<file path="src/rtl/attack_meter_pkg.sv">
// Shared encodings and helpers for the multi-bar attack meter.
// Bar states, round FSM states, default key byte and the coordinate type.
package attack_meter_pkg;

  localparam int COORD_W = 16;
  typedef logic [COORD_W-1:0] coord_t;

  typedef logic [1:0] bar_state_t;
  localparam bar_state_t BAR_WAIT = 2'd0;
  localparam bar_state_t BAR_MOVE = 2'd1;
  localparam bar_state_t BAR_HIT  = 2'd2;
  localparam bar_state_t BAR_MISS = 2'd3;

  localparam logic [1:0] ST_IDLE = 2'd0;
  localparam logic [1:0] ST_RUN  = 2'd1;
  localparam logic [1:0] ST_DONE = 2'd2;

  localparam logic [7:0] KEY_DEFAULT = 8'h20;

  // Compare first so the subtraction never wraps.
  function automatic coord_t abs_diff(input coord_t a, input coord_t b);
    return (a >= b) ? (a - b) : (b - a);
  endfunction

endpackage

</file>
<file path="src/rtl/attack_meter_if.sv">
// UART byte handshake between the RX/TX pair and the attack meter.
// The meter is the slave: it consumes RX bytes and produces TX echoes.
interface attack_meter_if;
  logic       i_rx_receive;
  logic [7:0] i_rx_data;
  logic       o_tx_transmit;
  logic [7:0] o_tx_data;

  modport master (
    output i_rx_receive, i_rx_data,
    input  o_tx_transmit, o_tx_data
  );

  modport slave (
    input  i_rx_receive, i_rx_data,
    output o_tx_transmit, o_tx_data
  );
endinterface

</file>
<file path="src/rtl/attack_bar.sv">
// One sweeping bar: position, direction and WAIT/MOVE/HIT/MISS state.
// A freeze wins over a step in the same cycle so the bar is scored where it stood.
module attack_bar
  import attack_meter_pkg::*;
#(
  parameter int FX       = 100,
  parameter int F_WIDTH  = 440,
  parameter int R        = 2,
  parameter int VELOCITY = 2,
  parameter int BOUNCE   = 0
) (
  input  logic       clk_i,
  input  logic       rst_i,
  input  logic       init_i,
  input  logic       launch_i,
  input  logic       step_i,
  input  logic       freeze_i,
  output coord_t     x_o,
  output bar_state_t state_o
);

  localparam coord_t X_MIN = coord_t'(FX + R);
  localparam coord_t X_MAX = coord_t'(FX + F_WIDTH - R);
  localparam logic [COORD_W:0] VEL = (COORD_W+1)'(VELOCITY);

  coord_t           x_q, x_d;
  bar_state_t       state_q, state_d;
  logic             dir_left_q, dir_left_d;
  logic [COORD_W:0] right_sum, left_lim;

  always_comb begin
    right_sum  = {1'b0, x_q} + VEL;
    left_lim   = {1'b0, X_MIN} + VEL;
    x_d        = x_q;
    state_d    = state_q;
    dir_left_d = dir_left_q;
    if (init_i) begin
      x_d        = X_MIN;
      state_d    = BAR_WAIT;
      dir_left_d = 1'b0;
    end else begin
      case (state_q)
        BAR_WAIT: if (launch_i) state_d = BAR_MOVE;
        BAR_MOVE: begin
          if (freeze_i) begin
            state_d = BAR_HIT;
          end else if (step_i) begin
            if (!dir_left_q) begin
              if (right_sum > {1'b0, X_MAX}) begin
                x_d = X_MAX;
                if (BOUNCE != 0) dir_left_d = 1'b1;
                else             state_d    = BAR_MISS;
              end else begin
                x_d = right_sum[COORD_W-1:0];
              end
            end else if ({1'b0, x_q} < left_lim) begin
              x_d     = X_MIN;
              state_d = BAR_MISS;
            end else begin
              x_d = x_q - VEL[COORD_W-1:0];
            end
          end
        end
        default: ;
      endcase
    end
  end

  always_ff @(posedge clk_i) begin
    if (rst_i) begin
      x_q        <= X_MIN;
      state_q    <= BAR_WAIT;
      dir_left_q <= 1'b0;
    end else begin
      x_q        <= x_d;
      state_q    <= state_d;
      dir_left_q <= dir_left_d;
    end
  end

  assign x_o     = x_q;
  assign state_o = state_q;

endmodule

</file>
<file path="src/rtl/attack_meter.sv">
// Multi-bar attack meter: launches staggered bars, scores key presses against
// the box centre, accumulates saturating damage and echoes accepted keys.
module attack_meter
  import attack_meter_pkg::*;
#(
  parameter int         N_BARS      = 3,
  parameter int         FX          = 100,
  parameter int         FY          = 230,
  parameter int         F_WIDTH     = 440,
  parameter int         F_HEIGHT    = 150,
  parameter int         R           = 2,
  parameter int         VELOCITY    = 2,
  parameter int         SPACING     = 40,
  parameter int         BOUNCE      = 0,
  parameter logic [7:0] KEY         = KEY_DEFAULT,
  parameter int         PERFECT_WIN = 4
) (
  input  logic                  i_clk,
  input  logic                  i_rst,
  input  logic                  i_ani_stb,
  input  logic                  i_animate,
  input  logic                  i_start,
  attack_meter_if.slave         uart,
  output logic [16*N_BARS-1:0]  o_cx,
  output logic [15:0]           o_cy,
  output logic [15:0]           o_r,
  output logic [15:0]           o_h,
  output logic [2*N_BARS-1:0]   o_bar_state,
  output logic [15:0]           o_damage,
  output logic [3:0]            o_hits,
  output logic                  o_busy,
  output logic                  o_done
);

  localparam coord_t CENTRE = coord_t'(FX + F_WIDTH / 2);
  localparam coord_t HALF   = coord_t'(F_WIDTH / 2);
  localparam coord_t PWIN   = coord_t'(PERFECT_WIN);

  logic [1:0]  fsm_q;
  logic [15:0] cnt_q;
  logic [15:0] damage_q, damage_d;
  logic [3:0]  hits_q;
  logic        tx_q;
  logic [7:0]  tx_data_q;

  logic run, stb, press, init, press_hit;
  coord_t      bar_x  [N_BARS];
  bar_state_t  bar_st [N_BARS];
  logic [N_BARS-1:0] sel;
  logic        tgt_found, all_resolved;
  coord_t      tgt_x, err, base;
  logic [16:0] pts;
  logic [17:0] sum;

  assign run       = (fsm_q == ST_RUN);
  assign stb       = run & i_ani_stb & i_animate;
  assign press     = run & uart.i_rx_receive & (uart.i_rx_data == KEY);
  assign init      = i_start & ~run;
  assign press_hit = press & tgt_found;

  // Front-most bar is the lowest index still moving; HIT and MISS both set bit 1.
  always_comb begin
    sel          = '0;
    tgt_found    = 1'b0;
    tgt_x        = bar_x[0];
    all_resolved = 1'b1;
    for (int k = 0; k < N_BARS; k++) begin
      if (!tgt_found && bar_st[k] == BAR_MOVE) begin
        tgt_found = 1'b1;
        sel[k]    = 1'b1;
        tgt_x     = bar_x[k];
      end
      all_resolved = all_resolved & bar_st[k][1];
    end
  end

  always_comb begin
    err      = abs_diff(tgt_x, CENTRE);
    base     = (err > HALF) ? '0 : (HALF - err);
    pts      = (err <= PWIN) ? {base, 1'b0} : {1'b0, base};
    sum      = {2'b00, damage_q} + {1'b0, pts};
    damage_d = (sum[17:16] != 2'b00) ? 16'hFFFF : sum[15:0];
  end

  genvar gi;
  generate
    for (gi = 0; gi < N_BARS; gi++) begin : g_bar
      attack_bar #(
        .FX(FX), .F_WIDTH(F_WIDTH), .R(R), .VELOCITY(VELOCITY), .BOUNCE(BOUNCE)
      ) u_bar (
        .clk_i    (i_clk),
        .rst_i    (i_rst),
        .init_i   (init),
        .launch_i (stb && (cnt_q == 16'(gi * SPACING))),
        .step_i   (stb),
        .freeze_i (press && sel[gi]),
        .x_o      (bar_x[gi]),
        .state_o  (bar_st[gi])
      );
      assign o_cx[16*gi +: 16]       = bar_x[gi];
      assign o_bar_state[2*gi +: 2]  = bar_st[gi];
    end
  endgenerate

  always_ff @(posedge i_clk) begin
    if (i_rst) begin
      fsm_q     <= ST_IDLE;
      cnt_q     <= '0;
      damage_q  <= '0;
      hits_q    <= '0;
      tx_q      <= 1'b0;
      tx_data_q <= '0;
    end else begin
      tx_q <= 1'b0;
      if (init) begin
        fsm_q    <= ST_RUN;
        cnt_q    <= '0;
        damage_q <= '0;
        hits_q   <= '0;
      end else if (run) begin
        if (all_resolved) fsm_q <= ST_DONE;
        if (stb && cnt_q != 16'hFFFF) cnt_q <= cnt_q + 16'd1;
        if (press_hit) begin
          damage_q  <= damage_d;
          hits_q    <= hits_q + 4'd1;
          tx_q      <= 1'b1;
          tx_data_q <= KEY;
        end
      end
    end
  end

  assign o_cy               = 16'(FY);
  assign o_r                = 16'(R);
  assign o_h                = 16'(F_HEIGHT);
  assign o_damage           = damage_q;
  assign o_hits             = hits_q;
  assign o_busy             = run;
  assign o_done             = (fsm_q == ST_DONE);
  assign uart.o_tx_transmit = tx_q;
  assign uart.o_tx_data     = tx_data_q;

endmodule
</file>
<file path="src/flat_wrapper.sv">
// flat-port wrapper written by rule: the top's interface ports become plain ports
module attack_meter_flat import attack_meter_pkg::*;
#(
  parameter int         N_BARS      = 3,
  parameter int         FX          = 100,
  parameter int         FY          = 230,
  parameter int         F_WIDTH     = 440,
  parameter int         F_HEIGHT    = 150,
  parameter int         R           = 2,
  parameter int         VELOCITY    = 2,
  parameter int         SPACING     = 40,
  parameter int         BOUNCE      = 0,
  parameter logic [7:0] KEY         = KEY_DEFAULT,
  parameter int         PERFECT_WIN = 4
)
  (i_clk, i_rst, i_ani_stb, i_animate, i_start, o_cx, o_cy, o_r, o_h, o_bar_state, o_damage, o_hits, o_busy, o_done, uart_i_rx_receive, uart_i_rx_data, uart_o_tx_transmit, uart_o_tx_data);
  attack_meter_if uart_i ();
  input  logic i_clk;
  input  logic i_rst;
  input  logic i_ani_stb;
  input  logic i_animate;
  input  logic i_start;
  output logic [16*N_BARS-1:0] o_cx;
  output logic [15:0] o_cy;
  output logic [15:0] o_r;
  output logic [15:0] o_h;
  output logic [2*N_BARS-1:0] o_bar_state;
  output logic [15:0] o_damage;
  output logic [3:0] o_hits;
  output logic o_busy;
  output logic o_done;
  input wire logic [$bits(uart_i.i_rx_receive)-1:0] uart_i_rx_receive;
  input wire logic [$bits(uart_i.i_rx_data)-1:0] uart_i_rx_data;
  output wire logic [$bits(uart_i.o_tx_transmit)-1:0] uart_o_tx_transmit;
  output wire logic [$bits(uart_i.o_tx_data)-1:0] uart_o_tx_data;
  assign uart_i.i_rx_receive = uart_i_rx_receive;
  assign uart_i.i_rx_data = uart_i_rx_data;
  assign uart_o_tx_transmit = uart_i.o_tx_transmit;
  assign uart_o_tx_data = uart_i.o_tx_data;
  attack_meter #(.N_BARS(N_BARS), .FX(FX), .FY(FY), .F_WIDTH(F_WIDTH), .F_HEIGHT(F_HEIGHT), .R(R), .VELOCITY(VELOCITY), .SPACING(SPACING), .BOUNCE(BOUNCE), .KEY(KEY), .PERFECT_WIN(PERFECT_WIN)) u_core (.i_clk(i_clk), .i_rst(i_rst), .i_ani_stb(i_ani_stb), .i_animate(i_animate), .i_start(i_start), .uart(uart_i), .o_cx(o_cx), .o_cy(o_cy), .o_r(o_r), .o_h(o_h), .o_bar_state(o_bar_state), .o_damage(o_damage), .o_hits(o_hits), .o_busy(o_busy), .o_done(o_done));
endmodule
</file>
<file path="config.mk">
export PLATFORM = sky130hd
export DESIGN_NAME = attack_meter_flat
export DESIGN_NICKNAME = d
export VERILOG_FILES = /design/src/rtl/attack_meter_pkg.sv /design/src/rtl/attack_meter_if.sv /design/src/rtl/attack_bar.sv /design/src/rtl/attack_meter.sv /design/src/flat_wrapper.sv
export SDC_FILE = /design/constraint.sdc
export NUM_CORES = 1
export LEC_CHECK = 0
export BUFFER_PORTS_ARGS = -buffer_cell sky130_fd_sc_hd__buf_2
export CAP_MARGIN = 30
export CORE_MARGIN = 2
export CORE_UTILIZATION = 35
export DETAILED_ROUTE_END_ITERATION = 7
export HOLD_SLACK_MARGIN = 0.15
export SLEW_MARGIN = 20
export SYNTH_ARGS = -nofsm -noshare
export SYNTH_HDL_FRONTEND = slang
export SYNTH_SLANG_ARGS = --single-unit
</file>
<file path="constraint.sdc">
create_clock -name i_clk -period 13.3 [get_ports i_clk]
set_input_delay 3.325 -clock i_clk [delete_from_list [all_inputs] [get_ports i_clk]]
set_output_delay 3.325 -clock i_clk [all_outputs]
set_load 0.005 [all_outputs]
</file>
# --- Word level (Yosys, flattened, before mapping) ---
# Cells that the tools add are included.
classes:
  add_sub_neg: 9
  magnitude_cmp: 6
  n_eq_ne: 18
  muxes: 33
  bitwise: 13
  reduce_logical: 34
op_table:
  columns: ["op", "n"]
  rows:
  - ["2-to-1 mux 16 bit", 8]
  - ["adder 16 x 2 -> 17 bit (second input constant)", 3]
  - ["greater-than comparator 17 x 10 -> 1 bit (second input constant)", 3]
  - ["2-to-1 mux 2 bit", 12]
  - ["adder 16 x 17 -> 18 bit", 1]
  - ["2-to-1 mux 17 bit", 1]
  - ["adder 16 x 1 -> 16 bit (second input constant)", 1]
  - ["== test 16 x 6 -> 1 bit (second input constant)", 1]
  - ["== test 16 x 7 -> 1 bit (second input constant)", 1]
  - ["greater-or-equal comparator 16 x 9 -> 1 bit (second input constant)", 1]
  - ["greater-than comparator 16 x 8 -> 1 bit (second input constant)", 1]
  - ["less-or-equal comparator 16 x 3 -> 1 bit (second input constant)", 1]
  - ["zero test 16 bit", 1]
  - ["inequality test 16 bit (second input constant)", 1]
  - ["subtractor 16 x 9 -> 16 bit (second input constant)", 1]
  - ["subtractor 8 x 16 -> 16 bit (first input constant)", 1]
  - ["subtractor 9 x 16 -> 16 bit (first input constant)", 1]
  - ["one-hot mux 2 bit (2 select lines)", 3]
  - ["AND reduction 3 bit", 4]
  - ["AND reduction 4 bit", 3]
  - ["nonzero test 2 bit", 6]
  - ["logical AND 1 bit", 9]
  - ["2-to-1 mux 1 bit", 9]
  - ["inequality test 3 x 2 -> 1 bit (second input constant)", 3]
  - ["13 further kinds", 37]
word_totals:
  ff_bits: 94
  in_bits: 14

# --- Longest topological paths before layout ---
depth:
  word_depth: 16
  depth_mapped: 29

# --- Cells and area by module ---
# From an unflattened synthesis, not the netlist that was laid out.
unflattened:
  cells_unflattened: 970
  area_unflattened_um2: 7599.8
by_module_without_submodules:
  columns: ["mod", "instances", "cells_each", "area_per_inst_um2", "seq_area_each_um2"]
  rows:
  - ["attack_meter", 1, 562, 4296.6, 800.8]
  - ["attack_bar", 3, 136, 1101.1, 340.3]

# --- Worst setup path after synthesis ---
# No wires, ideal clock.
synth_path:
  kind: "flip-flop to flip-flop"
  from: "reg u_core.g_bar[0].u_bar.state_q[1]"
  to: "reg u_core.damage_q[10], in the netlist u_core.o_damage[10]"
  setup_time_ns: 0.132
  t_arrival_ns: 5.304
  t_required_ns: 13.168
  slack_ns: 7.864
  path_stages_with_launch: 28
  n_path_buf: 4
  path_cell_list: "dfxtp_1 -> nand2b_1 -> buf_6 -> nand3_4 -> buf_6 -> buf_2 -> a31oi_1 -> inv_1 -> ha_1 -> a31oi_4 -> xnor2_1 -> or4_4 -> nand3_1 -> a31oi_1 -> nand2_2 -> nor2_1 -> ha_1 -> nor2b_1 -> o21ai_0 -> a21boi_0 -> o21ai_0 -> a21oi_1 -> a41oi_1 -> o21ai_0 -> a21o_1 -> a21oi_1 -> clkbuf_1 -> a21oi_1"
synth_between:
  elab_chain_cells: 16
synth_rtl:
  columns: ["item", "line", "source"]
  rows:
  - ["start: declaration", "attack_bar.sv:27", "bar_state_t state_q, state_d;"]
  - ["start signal: assignment", "attack_bar.sv:76", "state_q <= state_d;"]
  - ["== test 2 x 1 -> 1 bit *", "attack_meter.sv:68", "if (!tgt_found && bar_st[k] == BAR_MOVE) begin"]
  - ["2-to-1 mux 1 bit *", "attack_meter.sv:68", null]
  - ["zero test 1 bit", "attack_meter.sv:68", null]
  - ["logical AND 1 bit", "attack_meter.sv:68", null]
  - ["2-to-1 mux 1 bit", "attack_meter.sv:68", null]
  - ["zero test 1 bit", "attack_meter.sv:68", null]
  - ["logical AND 1 bit", "attack_meter.sv:68", null]
  - ["2-to-1 mux 16 bit", "attack_meter.sv:68", null]
  - ["subtractor 9 x 16 -> 16 bit (tied with other cells)", "attack_meter_pkg.sv:22", "return (a >= b) ? (a - b) : (b - a);"]
  - ["2-to-1 mux 16 bit", "attack_meter_pkg.sv:22", null]
  - ["subtractor 8 x 16 -> 16 bit or greater-than comparator 16 x 8 -> 1 bit (tied branches)", "attack_meter.sv:79", "base = (err > HALF) ? '0 : (HALF - err);"]
  - ["2-to-1 mux 16 bit", "attack_meter.sv:79", null]
  - ["2-to-1 mux 17 bit", "attack_meter.sv:80", "pts = (err <= PWIN) ? {base, 1'b0} : {1'b0, base};"]
  - ["adder 16 x 17 -> 18 bit", "attack_meter.sv:81", "sum = {2'b00, damage_q} + {1'b0, pts};"]
  - ["nonzero test 2 bit", "attack_meter.sv:82", "damage_d = (sum[17:16] != 2'b00) ? 16'hFFFF : sum[15:0];"]
  - ["2-to-1 mux 16 bit", "attack_meter.sv:82", null]
  - ["end signal: assignment", "attack_meter.sv:124", "damage_q <= damage_d;"]
  - ["end: declaration", "attack_meter.sv:41", "logic [15:0] damage_q, damage_d;"]
# Mark *: on every way between the ends. The rest lies on a longest branch, timed or not.
# A chain may end at the register's enable or synchronous reset.

# --- Worst setup path in the final report ---
layout_path:
  from: "reg u_core.g_bar[0].u_bar.state_q[1]"
  to: "reg u_core.damage_q[11], in the netlist u_core.o_damage[11]"
# Same word-level chain as after synthesis.

==> reports/summary.txt <==
================================================================================
Worst path bufs/invs ..............................................            3
Required time of the worst setup path .............................     13.54 ns
Setup crit start kind .............................................         flop
Worst hold stages .................................................            1
Count of fill cells added during filler insertion .................         2129
Post-Synth Adder-Cell Area ........................................        5.34%
Cell with the largest stage delay on the worst path ............... sky130_fd_sc_hd__nor4_4
Fraction of the mapped netlist area in compound gates .............        23.9%
Mux cell area share after synthesis ...............................       0.855%
Detailed placer's ending HPWL .....................................     14900 um
Post-synthesis cell count .........................................          943
Area growth syn-to-layout .........................................        9.21%
Die Width .........................................................       147 um
Count of buffers from port buffering ..............................           88
Top Ports .........................................................          147
Synthesized-area fraction occupied by and/or/nand/nor cells .......        27.5%
Post-CTS Setup Repair Bufs ........................................            0
Number of clock sinks .............................................           91
Number of rows created at floorplan ...............................           52
Biggest area contributors in the synthesized netlist .............. sky130_fd_sc_hd__dfxtp_1 25%, sky130_fd_sc_hd__buf_4 6.2%, sky130_fd_sc_hd__ha_1 5.1%, sky130_fd_sc_hd__a21oi_1 5.0%, sky130_fd_sc_hd__o21ai_0 4.7%
Worst hold start .................................................. u_core.uart.o_tx_data[5]
Finished Cell Area ................................................     7830 um2
Largest incremental delay on the critical path ....................      0.71 ns
Commonest register cell after synthesis ........................... sky130_fd_sc_hd__dfxtp_1
First-pass GRT wire length ........................................     32500 um
Hold Fails Final Rpt ..............................................            0
Total placed instance area ........................................     7540 um2
Number of different library cells in the post-synthesis netlist ...           88
Setup slack of the most critical reg-to-reg path ..................      6.57 ns
Relative slew margins .............................................        44.4%
Maximum fanout along the worst path ...............................           22
Pin slew with the least headroom to its limit .....................     0.828 ns
Detailed Routing Iterations Pass 1 ................................            7
Worst path cell trace ............................................. nand2b_1 -> nand3_4 -> a31oi_4 -> ha_1 -> inv_1 -> nor4_4 -> nor2_1 -> a21oi_1 -> inv_1 -> ha_1 -> mux2i_1 -> nor2_1 -> ha_1 -> nor2b_1 -> o21ai_0 -> a21boi_0 -> o21ai_0 -> a21oi_1 -> a41oi_1 -> o21ai_0 -> a21o_1 -> a21oi_1 -> buf_4 -> a21oi_1
Number of storage elements in the synthesis netlist ...............           91
Maximum number of pins on one net before global-route repair ......           53
Via total after detailed routing ..................................         7011
Maximum number of buffers from clock root to sink .................            2
EDFF count, synth .................................................            0
Fraction of layout instances using a drive strength above 1 .......        15.6%
Post-layout minimum cycle time ....................................      6.73 ns
Average via count per standard cell ...............................         5.49
Syn Area/Cell .....................................................     7.60 um2
Hold Crit Endpoint ................................................ u_core.uart.o_tx_data[5]
WS Path Type ......................................................   reg -> reg
Clock tree from TritonCTS .........................................          yes
Initial core utilization ..........................................        35.5%
Final critical-path share of the clock period .....................        50.6%
Library cell with the largest summed area after synthesis ......... sky130_fd_sc_hd__dfxtp_1
GP Congestion .....................................................        0.928
Reg-to-reg critical path startpoint ............................... u_core.g_bar[0].u_bar.state_o[1]
Reg2reg end ....................................................... u_core.o_damage[11]
Core Area .........................................................    20200 um2
Total negative setup slack ........................................         0 ns
Post-CTS Hold Fix Bufs ............................................            0
Result of the run ................................................. finished clean
Synth top area share ..............................................        25.4%
IR drop worst, VDD ................................................  0.0000512 V
Final setup margin ................................................      6.57 ns
Initial drt markers ...............................................          555
Leading cell types by count after synthesis ....................... 91 x sky130_fd_sc_hd__dfxtp_1, 77 x sky130_fd_sc_hd__nor2_1, 75 x sky130_fd_sc_hd__nand2_1, 72 x sky130_fd_sc_hd__a21oi_1, 67 x sky130_fd_sc_hd__o21ai_0
Detailed-route wire length ........................................     20000 um
Number of setup violations in the final report ....................            0
Detail Route Antenna Nets .........................................            0
Xor and xnor fraction of the mapped netlist area ..................        5.62%
Total number of yosys warnings ....................................            0
Post-synthesis async set-or-reset flop share ......................           0%
Type of the most critical hold path ...............................   reg -> reg
Library cell with the highest instance count after synthesis ...... sky130_fd_sc_hd__dfxtp_1
Number of gates resized after cts .................................            0
Global-route usage over all layers ................................        18.3%
Antenna violations before repair ..................................            0
Timing-limited maximum frequency ..................................    0.149 GHz
Final slew viol count .............................................            0
N_diodes ..........................................................            0
Clock insertion delay at the later pin of the skew report .........      0.35 ns
DIE HEIGHT ........................................................       147 um
RSZ-0062 raised after global routing ..............................        false
Final routed DRC violation total ..................................            0
Leak Pwr ..........................................................      3.21 nW
Post-Place Worst Slack ............................................      6.67 ns
Pwr dens ..........................................................  69.2 nW/um2
Nets@finish .......................................................         1045
Max Cap Violations ................................................            0
Kind of cell with the highest combined delay on the critical path . compound AO/OA/AOI/OAI gates
Post-synthesis instance area ......................................     7170 um2
Most prevalent standard cell on the critical path ................. sky130_fd_sc_hd__a21oi_1
Final-layout worst hold slack .....................................     0.454 ns
Grt total ovfl ....................................................            0
Avg WL per Cell ...................................................      15.7 um
Die Outline Area ..................................................    21600 um2
Worst EP arrival ..................................................      6.97 ns
Main combinational cell family by area after synthesis ............ simple AND/OR/NAND/NOR gates
Cell depth of the worst flop-to-flop path .........................           24
Final worst clock skew ............................................   0.00794 ns
Total number of H-tree levels .....................................            3
Via count of the first global-routing pass ........................         6402
Cell at the root of the clock tree ................................ sky130_fd_sc_hd__clkbuf_16
Element type at the critical path end .............................         flop
Sequential share of the synthesized area ..........................        25.4%
Number of buffers created by CTS ..................................            9
Clock transition at path regs .....................................      0.06 ns
================================================================================
==> through the flow <==
step                      power [mW]  std cells  util [%]
after floorplan                0.306       1003         -
after global placement         0.299       1259      37.3
after detailed placement       0.300       1260      37.4
after CTS                      0.551       1276      38.8
after global routing           0.565       1276      38.8
final                          0.542       1276      38.8
==> state kept, by name, summed over array words and instances (netlist names) <==
signal                      flops
u_core.cnt_q                   16
u_core.fsm_q                    2
u_core.g_bar.u_bar.state_o      6
u_core.g_bar.u_bar.x_o         45
u_core.o_damage                16
u_core.o_hits                   4
u_core.uart.o_tx_data           1
u_core.uart.o_tx_transmit       1
==> cells by family after synthesis <==
logic type / after synthesis
simple gates: 369
compound gates: 261
buf+inv: 138
flops: 91
xor+xnor: 46
fa+ha+maj: 30
mux: 6
other cells: 2
==> per-layer routing <==
layer / part of all wire (%) / GRT usage [%] / vias up
met1: 44 / 23.4 / 3276
met4: 2.1 / 6.54 / 0
met2: 48 / 30.7 / 238
met5: 0 / 0 / -
li1: - / - / 3460
met3: 5.9 / 3.57 / 37
==> layout by cell type, fill, tap and decap left out, types with 23 or more instances in the layout <==
cell type	n
sky130_fd_sc_hd__dfxtp_1	91
sky130_fd_sc_hd__buf_2	88
sky130_fd_sc_hd__nor2_1	77
sky130_fd_sc_hd__nand2_1	75
sky130_fd_sc_hd__a21oi_1	71
sky130_fd_sc_hd__o21ai_0	67
sky130_fd_sc_hd__conb_1	62
sky130_fd_sc_hd__nand3_1	54
sky130_fd_sc_hd__inv_1	30
sky130_fd_sc_hd__ha_1	29
sky130_fd_sc_hd__xnor2_1	27
sky130_fd_sc_hd__and3_1	25
sky130_fd_sc_hd__nor3_1	23
==> power by group <==
group          total, mW  internal, mW  switching (mW)
Sequential         0.273         0.273        0.000438
Clock              0.248         0.137           0.111
Combinational     0.0204       0.00502          0.0153
==> worst max-delay path by stage <==
stage                           to                             start  depth (start not counted)
3_5_place_dp    u_core.o_damage[5]  u_core.g_bar[0].u_bar.state_o[1]                         24
6_report       u_core.o_damage[11]  u_core.g_bar[0].u_bar.state_o[1]                         24
5_1_grt         u_core.o_damage[0]  u_core.g_bar[0].u_bar.state_o[1]                         24
4_1_cts         u_core.o_damage[5]  u_core.g_bar[0].u_bar.state_o[1]                         24
2_1_floorplan  u_core.o_damage[10]  u_core.g_bar[0].u_bar.state_o[1]                         27
3_3_place_gp    u_core.o_damage[1]  u_core.g_bar[0].u_bar.state_o[1]                         23
==> final cells by class <==
type	count	area [um2]	area share [%]
inverters	31	116	1.49
repair buffers	94	485	6.20
multi-input cells	774	4780	61.0
clock buffers	11	253	3.23
well taps	270	338	4.31
flip-flops and latches	91	1820	23.3
clock inverters	5	37.5	0.479
Power figures use the tool's default switching activity.
